`config.mk`:
```
export PLATFORM = sky130hd
export DESIGN_NAME = multicycle_ctrl
export DESIGN_NICKNAME = d
export VERILOG_FILES = /design/src/rtl/multicycle_ctrl_pkg.sv /design/src/rtl/multicycle_ctrl_watchdog.sv /design/src/rtl/multicycle_ctrl.sv
export SDC_FILE = /design/constraint.sdc
export NUM_CORES = 1
export LEC_CHECK = 0
export CORE_UTILIZATION = 43
export DETAILED_ROUTE_END_ITERATION = 8
export PLACE_DENSITY = 0.76
export REMOVE_ABC_BUFFERS = 1
export SYNTH_ARGS = -nofsm -noshare
export SYNTH_HDL_FRONTEND = slang
export SYNTH_HIERARCHICAL = 1
export SYNTH_SLANG_ARGS = --single-unit
```
`constraint.sdc`:
```
create_clock -name clk -period 2.8 [get_ports clk]
set_input_delay 0.84 -clock clk [delete_from_list [all_inputs] [get_ports clk]]
set_output_delay 0.84 -clock clk [all_outputs]
set_load 0.03 [all_outputs]
```
`src/rtl/multicycle_ctrl_pkg.sv`:
```
// mc_defs: shared definitions for the multicycle controller and its datapath.
//   - opcode constants (IR[15:12])
//   - FSM state encoding (also exported on the debug state port)
//   - ALU operation codes
//   - ALU source-B select encoding, shared with the source-B operand mux
package mc_defs;

  localparam logic [3:0] OP_RTYPE = 4'h0;
  localparam logic [3:0] OP_ADDI  = 4'h1;
  localparam logic [3:0] OP_ORI   = 4'h2;
  localparam logic [3:0] OP_LW    = 4'h3;
  localparam logic [3:0] OP_SW    = 4'h4;
  localparam logic [3:0] OP_BEQ   = 4'h5;
  localparam logic [3:0] OP_JMP   = 4'h6;
  localparam logic [3:0] OP_LUI   = 4'h7;
  localparam logic [3:0] OP_HALT  = 4'hF;

  typedef enum logic [3:0] {
    S_FETCH    = 4'd0,
    S_DECODE   = 4'd1,
    S_EXEC_R   = 4'd2,
    S_EXEC_I   = 4'd3,
    S_MEM_ADDR = 4'd4,
    S_MEM_RD   = 4'd5,
    S_MEM_WB   = 4'd6,
    S_MEM_WR   = 4'd7,
    S_ALU_WB   = 4'd8,
    S_BRANCH   = 4'd9,
    S_JUMP     = 4'd10,
    S_HALT     = 4'd11
  } state_t;

  typedef enum logic [2:0] {
    ALU_ADD   = 3'd0,
    ALU_SUB   = 3'd1,
    ALU_AND   = 3'd2,
    ALU_OR    = 3'd3,
    ALU_PASSB = 3'd4,
    ALU_F5    = 3'd5,
    ALU_F6    = 3'd6,
    ALU_F7    = 3'd7
  } alu_op_t;

  typedef enum logic [2:0] {
    SRCB_B          = 3'd0,  // register B
    SRCB_TWO        = 3'd1,  // constant 2 (PC increment)
    SRCB_SEXT       = 3'd2,
    SRCB_ZEXT       = 3'd3,
    SRCB_SEXT_SHL_L = 3'd4,  // long sign-extended, shifted left 1 (branch offset)
    SRCB_SEXT_L     = 3'd5,
    SRCB_ZEXT_L     = 3'd6,
    SRCB_ZERO       = 3'd7
  } srcb_sel_t;

  // R-type function field is laid out to match the ALU op codes directly.
  function automatic alu_op_t funct_to_alu_op(input logic [2:0] f);
    return alu_op_t'(f);
  endfunction

endpackage

```
`src/rtl/multicycle_ctrl_watchdog.sv`:
```
// mem_wait_watchdog: counts consecutive cycles the controller stalls on memory.
//   clk, rst   : clock, async active-high reset
//   wait_i     : FSM is in a memory-wait state and mem_ready is low this cycle
//   expired_o  : this stall cycle brings the count to MEM_WAIT_MAX
// Any non-waiting cycle (ready seen, or a state change) clears the count.
module mem_wait_watchdog #(
  parameter int MEM_WAIT_MAX = 15
) (
  input  logic clk,
  input  logic rst,
  input  logic wait_i,
  output logic expired_o
);

  localparam int W = $clog2(MEM_WAIT_MAX + 1);
  localparam logic [W-1:0] LAST = W'(MEM_WAIT_MAX - 1);

  logic [W-1:0] cnt_q, cnt_d;

  always_comb begin
    cnt_d = wait_i ? cnt_q + 1'b1 : '0;
  end

  // Fires on the stall cycle whose increment reaches the limit, so the FSM
  // leaves for HALT on the same edge the count hits MEM_WAIT_MAX.
  assign expired_o = wait_i && (cnt_q == LAST);

  always_ff @(posedge clk or posedge rst) begin
    if (rst) cnt_q <= '0;
    else     cnt_q <= cnt_d;
  end

endmodule

```
`src/rtl/multicycle_ctrl.sv`:
```
// multicycle_ctrl: Moore control FSM for the 16-bit multicycle datapath.
//   Inputs : opcode/funct from IR, ALU zero flag, mem_ready handshake.
//   Outputs: ALU source/op selects, PC/IR/memory/register strobes, address and
//            writeback selects, halted, sticky fault, debug state.
// All outputs decode from the state register except ir_write/pc_write in
// FETCH, which follow mem_ready. While rst is high every output reads 0.
module multicycle_ctrl
  import mc_defs::*;
#(
  parameter int MEM_WAIT_MAX = 15
) (
  input  logic       clk,
  input  logic       rst,
  input  logic [3:0] opcode,
  input  logic [2:0] funct,
  input  logic       zero,
  input  logic       mem_ready,
  output logic [2:0] alusrcb_sel,
  output logic       alusrca_sel,
  output logic [2:0] alu_op,
  output logic       pc_write,
  output logic       pc_write_cond,
  output logic       ir_write,
  output logic       mem_read,
  output logic       mem_write,
  output logic       reg_write,
  output logic       i_or_d,
  output logic       mem_to_reg,
  output logic       reg_dst,
  output logic [1:0] pc_source,
  output logic       halted,
  output logic       fault,
  output logic [3:0] state
);

  state_t    state_q, state_d;
  logic      fault_q, fault_d;
  logic      waiting, wd_expired;
  alu_op_t   alu_op_c;
  srcb_sel_t srcb_c;

  // The branch decision (zero & pc_write_cond) is formed in the datapath.
  logic unused_zero;
  assign unused_zero = zero;

  assign waiting = !mem_ready &&
                   (state_q == S_FETCH || state_q == S_MEM_RD || state_q == S_MEM_WR);

  mem_wait_watchdog #(.MEM_WAIT_MAX(MEM_WAIT_MAX)) u_wd (
    .clk       (clk),
    .rst       (rst),
    .wait_i    (waiting),
    .expired_o (wd_expired)
  );

  // Next state
  always_comb begin
    state_d = state_q;
    fault_d = fault_q;
    case (state_q)
      S_FETCH:    if (mem_ready) state_d = S_DECODE;
      S_DECODE: begin
        case (opcode)
          OP_RTYPE:                  state_d = S_EXEC_R;
          OP_ADDI, OP_ORI, OP_LUI:   state_d = S_EXEC_I;
          OP_LW, OP_SW:              state_d = S_MEM_ADDR;
          OP_BEQ:                    state_d = S_BRANCH;
          OP_JMP:                    state_d = S_JUMP;
          OP_HALT:                   state_d = S_HALT;
          default: begin
            state_d = S_HALT;
            fault_d = 1'b1;
          end
        endcase
      end
      S_EXEC_R, S_EXEC_I: state_d = S_ALU_WB;
      S_MEM_ADDR: state_d = (opcode == OP_LW) ? S_MEM_RD : S_MEM_WR;
      S_MEM_RD:   if (mem_ready) state_d = S_MEM_WB;
      S_MEM_WR:   if (mem_ready) state_d = S_FETCH;
      S_MEM_WB, S_ALU_WB, S_BRANCH, S_JUMP: state_d = S_FETCH;
      S_HALT:     state_d = S_HALT;
      default: begin
        state_d = S_HALT;
        fault_d = 1'b1;
      end
    endcase
    // wd_expired implies mem_ready is low, so a completing access always wins.
    if (wd_expired) begin
      state_d = S_HALT;
      fault_d = 1'b1;
    end
  end

  always_ff @(posedge clk or posedge rst) begin
    if (rst) begin
      state_q <= S_FETCH;
      fault_q <= 1'b0;
    end else begin
      state_q <= state_d;
      fault_q <= fault_d;
    end
  end

  // Output decode
  always_comb begin
    srcb_c        = SRCB_B;
    alu_op_c      = ALU_ADD;
    alusrca_sel   = 1'b0;
    pc_write      = 1'b0;
    pc_write_cond = 1'b0;
    ir_write      = 1'b0;
    mem_read      = 1'b0;
    mem_write     = 1'b0;
    reg_write     = 1'b0;
    i_or_d        = 1'b0;
    mem_to_reg    = 1'b0;
    reg_dst       = 1'b0;
    pc_source     = 2'd0;
    case (state_q)
      S_FETCH: begin
        mem_read = 1'b1;
        srcb_c   = SRCB_TWO;
        ir_write = mem_ready;
        pc_write = mem_ready;
      end
      S_DECODE: srcb_c = SRCB_SEXT_SHL_L;
      S_EXEC_R: begin
        alusrca_sel = 1'b1;
        alu_op_c    = funct_to_alu_op(funct);
      end
      S_EXEC_I: begin
        alusrca_sel = 1'b1;
        case (opcode)
          OP_ORI:  begin srcb_c = SRCB_ZEXT;   alu_op_c = ALU_OR;    end
          OP_LUI:  begin srcb_c = SRCB_ZEXT_L; alu_op_c = ALU_PASSB; end
          default: begin srcb_c = SRCB_SEXT;   alu_op_c = ALU_ADD;   end
        endcase
      end
      S_ALU_WB: begin
        reg_write = 1'b1;
        reg_dst   = (opcode == OP_RTYPE);
      end
      S_MEM_ADDR: begin
        alusrca_sel = 1'b1;
        srcb_c      = SRCB_SEXT_L;
      end
      S_MEM_RD: begin
        mem_read = 1'b1;
        i_or_d   = 1'b1;
      end
      S_MEM_WB: begin
        reg_write  = 1'b1;
        mem_to_reg = 1'b1;
      end
      S_MEM_WR: begin
        mem_write = 1'b1;
        i_or_d    = 1'b1;
      end
      S_BRANCH: begin
        alusrca_sel   = 1'b1;
        alu_op_c      = ALU_SUB;
        pc_write_cond = 1'b1;
        pc_source     = 2'd1;
      end
      S_JUMP: begin
        pc_write  = 1'b1;
        pc_source = 2'd2;
      end
      default: ;
    endcase
    // Reset aborts mid-instruction without letting any strobe escape.
    if (rst) begin
      srcb_c        = SRCB_B;
      alu_op_c      = ALU_ADD;
      alusrca_sel   = 1'b0;
      pc_write      = 1'b0;
      pc_write_cond = 1'b0;
      ir_write      = 1'b0;
      mem_read      = 1'b0;
      mem_write     = 1'b0;
      reg_write     = 1'b0;
      i_or_d        = 1'b0;
      mem_to_reg    = 1'b0;
      reg_dst       = 1'b0;
      pc_source     = 2'd0;
    end
  end

  assign alusrcb_sel = srcb_c;
  assign alu_op      = alu_op_c;
  assign halted      = (state_q == S_HALT);
  assign fault       = fault_q;
  assign state       = state_q;

endmodule

```
**Yosys cells after proc, flatten, opt, wreduce, memory -nomap -nowiden**

Cells that the tools add are included.

- Equality and inequality tests: 25
- $add $sub $neg: 1
- Reductions and logical operators: 19
- Muxes and demuxes: 39

Operators with widths:

| operator | count |
|---|---|
| 4-bit by 3-bit equality test with 1-bit output (second input constant) | 8 |
| 4-bit one-hot mux with 7 select lines | 1 |
| 4-bit equality test (second input constant) | 6 |
| 1-bit 2-to-1 mux | 21 |
| 4-bit 2-to-1 mux | 5 |
| 4-bit one-hot mux with 5 select lines | 1 |
| 4-bit by 2-bit equality test with 1-bit output (second input constant) | 4 |
| 3-bit by 2-bit inequality test with 1-bit output (second input constant) | 4 |
| 3-bit one-hot mux with 2 select lines | 2 |
| 3-bit one-hot mux with 4 select lines | 1 |
| 11-bit OR reduction | 1 |
| 2-bit OR reduction | 5 |
| 3-bit one-hot mux with 3 select lines | 1 |
| 9-bit OR reduction | 1 |
| 4-bit by 1-bit equality test with 1-bit output (second input constant) | 2 |
| 4-bit zero test | 2 |
| 4-bit OR reduction | 2 |
| 3-bit 2-to-1 mux | 2 |
| 4-bit by 1-bit adder with 4-bit output (second input constant) | 1 |
| 2-bit 2-to-1 mux | 2 |
| 1-bit one-hot mux with 2 select lines | 2 |
| 2-bit one-hot mux with 2 select lines | 1 |
| 3-bit AND reduction | 1 |
| 3-bit OR reduction | 1 |
| 5 further kinds | 7 |

- Word-level logic and storage cells: 87
- Output and inout bits: 24
- Flip-flop bits (word level): 9
- Input bits: 11

**Depth between registers and ports, before layout**

- Depth after elaboration: 7
- Depth in mapped cells: 9
- Gate-level depth less buffers: 7

**Hierarchy**

Netlist, hierarchy kept.

Modules (own cells, without submodules):

| module | sequential area each (µm²) | times used | area an instance (µm²) | cells an instance |
|---|---|---|---|---|
| multicycle_ctrl | 125.1 | 1 | 724.4 | 105 |
| mem_wait_watchdog | 100.1 | 1 | 195.2 | 17 |

**Least setup slack after synthesis**

OpenSTA, ideal clock, no wires.

- Path type: register -> output
- Start: register state_q[3], in the netlist state[3]
- End: output pc_source[0]
- Arrival time: 2275 ps
- Stages on the path, launching flop included: 6
- Setup slack: -315 ps
- Required time: 1960 ps
- Buffers on the path: 3
- Path through: dfrtp_1 > buf_2 > buf_1 > nand2_1 > nor3_1 > buf_4

- Word-level cells in the longest chain between the ends: 3

Ends and longest elaborated chain:

| item | line | RTL |
|---|---|---|
| start: declaration | multicycle_ctrl.sv:36 | `state_t state_q, state_d;` |
| start signal: assignment | multicycle_ctrl.sv:99 | `state_q <= state_d;` |
| 4-bit equality test | multicycle_ctrl.sv:119 | `case (state_q)` |
| 2-bit one-hot mux with 2 select lines * | multicycle_ctrl.sv:119 |  |
| 2-bit 2-to-1 mux * | multicycle_ctrl.sv:172 | `if (rst) begin` |
| end: declaration | multicycle_ctrl.sv:30 | `output logic [1:0] pc_source,` |

Mark *: on every way between the ends. The rest lies on a longest branch, timed or not.

**Final worst setup path**

- Start: input opcode[1]
- End: output alusrcb_sel[2]

- Word-level cells in the longest chain between the ends: 4

Ends and longest elaborated chain:

| item | line | RTL |
|---|---|---|
| start: declaration | multicycle_ctrl.sv:14 | `input logic [3:0] opcode,` |
| 4-bit by 3-bit equality test with 1-bit output / 4-bit by 2-bit equality test with 1-bit output (equally long branches) | multicycle_ctrl.sv:133 | `case (opcode)` |
| 3-bit one-hot mux with 2 select lines * | multicycle_ctrl.sv:133 |  |
| 3-bit one-hot mux with 4 select lines * | multicycle_ctrl.sv:119 |  |
| 3-bit 2-to-1 mux * | multicycle_ctrl.sv:172 |  |
| end: declaration | multicycle_ctrl.sv:18 | `output logic [2:0] alusrcb_sel,` |

Marked as above.

==> key figures <==
Critical path
  – Crit path DAT: 1930 ps
  – Worst Setup Start Kind: input port
  – CP max FO: 2
  – Worst Path Required: 1960 ps
  – WS Path Type: in -> out
  – CP endpoint kind: primary output

Placed design
  – Cells after DPL: 189
  – GPL Wtd Cong: 0.910
  – Area post-placement: 0.00131 mm2
  – IO buf count: 33
  – Post-DP HPWL: 2010 um

Detailed routing
  – WL/cell: 13.9 um
  – Number of remaining DRC errors: 0
  – WL final: 2720 um
  – DRT Pass-1 Iters: 4
  – Via count: 1,078
  – Initial drt markers: 40
  – Post-detailed-route count of antenna-violating nets: 0
  – Vias per cell: 5.53

Power and ir drop
  – Sequential share of power: 0.201
  – Leakage power: 0.653 nW
  – Switch share: 0.503
  – P_sw: 0.000573 W
  – Clock network power share: 0.092
  – Pwr dens: 816 mW/mm2
  – Combinational share of power: 0.707
  – Internal: 0.000566 W
  – Max VDD drop: 0.667 mV

Synthesis
  – Asr flop ratio synth: 1.00
  – Unique masters post-synth: 43
  – Avg Inst Size Synth: 7.54 um2
  – Mapped Area: 920 um2
  – Register area share after synthesis: 0.245
  – #FFs+latches synth: 9
  – Ys flop type: dfrtp_1
  – EDFF count, synth: 0
  – Cells after Synth: 122
  – Synthesis Warnings: 6

Clock tree
  – TritonCTS buffer count: 3
  – Clk pin slew, worst setup/hold paths: 60 ps
  – Post-CTS Hold Fix Bufs: 0
  – Clock tree buffer depth: 2
  – Root Buffer: clkbuf_4
  – CTS H-tree lvls: 1
  – CTS tree: yes
  – CTS Sinks: 9
  – Worst skew pair latency: 270 ps

Job
  – Max Cap Violations: 0

Timing
  – Setup_tns: 0 ps
  – Final period util: 0.990
  – Worst slew pin tran: 361 ps
  – Final hold vios: 0
  – Max Clock Freq: 0.361 GHz
  – Hold slack: 489 ps
  – Fin. max-slew vios: 0
  – Minimum clock period: 2770 ps
  – Max_slew headroom: 0.760
  – Setup Viol. Count Final: 0
  – Setup Skew: 0.923 ps

Floorplanning
  – Die Height: 48.2 um
  – Die Area: 0.00233 mm2
  – Row cnt: 16
  – Core Box Area: 0.00198 mm2
  – Starting Density: 0.464
  – I/O pin cnt: 35
  – Die Wd: 48.2 um

Global routing
  – First-pass GRT wire length: 3890 um
  – Antenna violations before repair: 0
  – Gr ovfl total: 0
  – Largest net degree at the start of global routing: 18
  – All-layer global routing usage: 0.236
  – Vias in the first global route: 900

Cells and area
  – Area grow syn2layout: 51.8%
  – Fraction of layout cells with a size suffix above 1: 0.321
  – Final instance area: 0.00140 mm2
  – Inserted Diodes: 0
  – Non-Filler Instances: 195
  – Nets: 182

Min path
  – Hold WC Path Type: reg -> reg

Run status
  – Status: complete, no violations
==> path summary, 6_finish.rpt <==
check | start | end | slack [ps] | depth (start not counted)
max in group asynchronous | rst | state[1] | 1760 | 4
max | opcode[1] | alusrcb_sel[2] | 30 | 6
min | u_wd/cnt_q[0] | u_wd/cnt_q[0] | 490 | 1
min in group asynchronous | rst | u_wd/cnt_q[2] | 820 | 3
max reg2reg | state[1] | state[1] | 470 | 8
min reg2reg | u_wd/cnt_q[0] | u_wd/cnt_q[0] | 490 | 1
==> cells in the final DEF (no fill, tap or decap), types with 5 or more instances in the layout <==
master | synthesis | final
a21oi_1 | 9 | 8
inv_1 | 5 | 5
nand2_1 | 8 | 8
dfrtp_1 | 9 | 8
clkdlybuf4s50_1 | 0 | 9
nor4_1 | 5 | 5
nor2_1 | 12 | 11
buf_6 | 2 | 5
buf_4 | 1 | 34
nand2b_1 | 6 | 6
==> final cells by class <==
cell class	count	area, um2
Fill cell	158	586
Sequential cell	9	226
Timing Repair Buffer	54	452
Tap cell	27	33.8
Multi-Input combinational cell	96	639
Clock buffer	4	26.3
Inverter	5	18.8
==> synth_stat cells (2+ instances only) <==
library cell	number	area, um2
and2_1	3	18.8
and4_1	2	17.5
nor3_1	4	20.0
ha_1	2	25.0
nand3b_1	2	15.0
inv_1	5	18.8
nor2b_1	4	25.0
dfrtp_1	9	225
nand3_1	2	10.0
nor3b_1	4	30.0
nor4_1	5	31.3
clkbuf_1	3	11.3
nand2_1	8	30.0
buf_2	3	15.0
nor2_1	12	45.0
o22ai_1	4	25.0
a21oi_1	9	45.0
nand2b_1	6	37.5
xor2_1	3	26.3
buf_1	2	7.51
or3_1	4	25.0
buf_6	2	22.5
o22a_1	2	17.5
o21a_1	3	22.5
==> power by group through the flow <==
stage / Combinational, W / Sequential (W) / Clock [W]
6_report: 0.000806 / 0.000229 / 0.000105
5_1_grt: 0.000873 / 0.000234 / 0.000113
4_1_cts: 0.000784 / 0.000225 / 0.000108
3_5_place_dp: 0.000768 / 0.000225 / 0
3_3_place_gp: 0.000751 / 0.000221 / 0
2_1_floorplan: 0.000386 / 0.000302 / 0
==> cell families after synthesis <==
| family | count (synthesis) | synth area share |
|---|---|---|
| buffers and inverters | 17 | 0.0952 |
| multiplexers | 1 | 0.0109 |
| adder cells (fa/ha/maj) | 2 | 0.0272 |
| XOR/XNOR | 4 | 0.0381 |
| AND/OR/NAND/NOR | 62 | 0.389 |
| AO/OA/AOI/OAI | 27 | 0.195 |
| flip-flops | 9 | 0.245 |
==> layer usage <==
layer | share of wire | track usage
met1 | 0.44 | 0.333
met3 | 0.064 | 0.0222
met2 | 0.48 | 0.371
met5 | 0 | 0
met4 | 0.0085 | 0.0944
==> state kept, by name, indices dropped and copies added (netlist names) <==
signal and flops:
fault 1, u_wd/cnt_q 4, state 4
==> through the flow <==
step                      power [W]   util  setup slack (ps)
after detailed placement   0.000993  0.662              -246
after floorplan            0.000688      -              -362
after global placement     0.000972  0.662              -234
final                       0.00114  0.705              27.6
after global routing        0.00122  0.705             -15.5
after CTS                   0.00112  0.690              8.04
==> what timing repair did <==
action,in CTS,in global routing
cloned,0,0
buffers inserted,1,1
pin swaps,5,2
setup endpoints to repair,13,4
endpoints found under the hold margin,0,0
gates resized for setup,13,9
==> critical path, stage by stage <==
cell and delay, ps:
dlygate4sd2_1 240, nand3_2 90, or3_4 350, o22ai_2 120, and2_1 170, buf_6 130
Note: power is estimated with default switching activity, not from simulation.
==> RTL change (same settings) <==
`MEM_WAIT_MAX` is set to 15 in 2 places; all go to 16.
--- a/src/rtl/multicycle_ctrl_watchdog.sv
+++ b/src/rtl/multicycle_ctrl_watchdog.sv
@@ -5,5 +5,5 @@
 // Any non-waiting cycle (ready seen, or a state change) clears the count.
 module mem_wait_watchdog #(
-  parameter int MEM_WAIT_MAX = 15
+  parameter int MEM_WAIT_MAX = 16
 ) (
   input  logic clk,
--- a/src/rtl/multicycle_ctrl.sv
+++ b/src/rtl/multicycle_ctrl.sv
@@ -8,5 +8,5 @@
   import mc_defs::*;
 #(
-  parameter int MEM_WAIT_MAX = 15
+  parameter int MEM_WAIT_MAX = 16
 ) (
   input  logic       clk,
Formal check against the unedited RTL: same outputs for any inputs over 10 cycles, from zero or initial values and one cycle with rst high; that may be too few to reach the edited logic, so the function may still have changed.
==> RTL change against the original RTL <==
- sequential share of layout area increased by 1.6 points
- area after synthesis grew 3.8%
- power shrank 1.1%
- critical path type unchanged
- wire length is 6.8% lower
- worst setup slack better by 0.020 ns
- design area grew 0.54%
- global-route usage decreased by 1.6 points
- sequential cell count increased by 1
==> RTL change: results (changes against the original RTL) <==
- Share of layout cells above drive strength 1: 0.285 (was 0.321)
- Compound-cell area share of the yosys netlist: 0.187 (was 0.195)
- Vias post-DR: 1071 (was 1078)
- Post-route met1 wirelength: 1080 um (was 1210 um)
- Pre-antenna DRT Iters: 6 (was 4)
- DR iter-0 viols: 41 (was 40)
- Pleak: 0.659 nW (was 0.653 nW)
- Gpl congestion: 0.797 (was 0.910)
- Met3 wire len: 187 um (was 174 um)
- Slowest cell on crit path: or3_4 (unchanged)
- Synth cell count leaders: nor2_1, dfrtp_1, a21oi_1 (was nor2_1, a21oi_1, dfrtp_1)
- Synth top area cells: dfrtp_1, a21oi_1, nor2_1 (unchanged)
- Post-DP HPWL: 1880 um (was 2010 um)
- Critical-path maximum fanout: 3 (was 2)
- Async S/R FF share, synth: 1.00 (unchanged)
- Dpl ws: -0.236 ns (was -0.246 ns)
- GRT Total Usage: 0.221 (was 0.236)
- Mux contribution to synthesized area: 0.0105 (was 0.0109)
- Number of fill cells: 177 (was 158)
- TritonCTS Buffers: 3 (unchanged)
- Adder-cell share of the synthesized area: 0.0262 (was 0.0272)
- Total Nets Final: 179 (was 182)
- Status: finished, final reports clean (unchanged)
- Max_slew headroom: 0.631 (was 0.760)
- Sequential share of the synthesized area: 0.262 (was 0.245)
- Global-route wire length before repair: 4230 um (was 3890 um)
- Vias in the first global route: 949 (was 900)
- Post-synthesis xor/xnor area fraction: 0.0367 (was 0.0381)
- Routed WL per cell: 13.2 um (was 13.9 um)
- VDD IR max: 496 uV (was 667 uV)
- WL met2: 1240 um (was 1310 um)
- CP peak stage delay: 0.39 ns (was 0.35 ns)
- Clock Skews: 0.00732 ns (was 0.000923 ns)
## RTL change: area by class of cell
| type | instances | area share |
|---|---|---|
| clock buffer | 4 | 0.0258 |
| inverter | 5 | 0.0134 |
| tap | 27 | 0.0241 |
| timing repair buffer | 48 | 0.297 |
| sequential | 10 | 0.178 |
| multi-input combinational | 98 | 0.462 |
## RTL change: through the flow
step | instance area (um2) | instances
after floorplan | 886 | 113
after global placement | 1310 | 187
after detailed placement | 1310 | 187
after CTS | 1360 | 191
after global routing | 1400 | 192
final | 1400 | 192
## RTL change: worst paths after layout
path,start,end,slack (ns),cells after the start
worst max-delay path,opcode[3],alusrcb_sel[2],0.05,5
worst min-delay path,u_wd/cnt_q[0]$_DFF_PP0_,u_wd/cnt_q[0]$_DFF_PP0_,0.46,1
worst max register to register,state[2]$_DFFE_PP0P_,state[1]$_DFFE_PP0P_,0.49,8
worst min register to register,u_wd/cnt_q[0]$_DFF_PP0_,u_wd/cnt_q[0]$_DFF_PP0_,0.46,1
max in group asynchronous,rst,u_wd/cnt_q[1]$_DFF_PP0_,1.72,3
min in group asynchronous,rst,u_wd/cnt_q[2]$_DFF_PP0_,0.90,3
## RTL change: routing by layer
| layer | vias to the layer above | GRT usage |
|---|---|---|
| met3 | 2 | 0.0374 |
| met4 | 0 | 0.0735 |
| met5 | - | 0 |
| met1 | 494 | 0.286 |
| met2 | 45 | 0.368 |
| li1 | 530 | - |
## RTL change: power breakdown
| part | total (W) | switching [W] | internal (W) |
|---|---|---|---|
| clock network | 0.000125 | 0.0000466 | 0.0000788 |
| logic | 0.000770 | 0.000445 | 0.000324 |
| registers | 0.000232 | 0.0000560 | 0.000176 |
## RTL change: repair_timing
item | 4_1_cts | 5_1_grt
buffers inserted | 0 | 1
pin swaps | 3 | 3
gates resized for setup | 11 | 10
setup endpoints to repair | 14 | 4
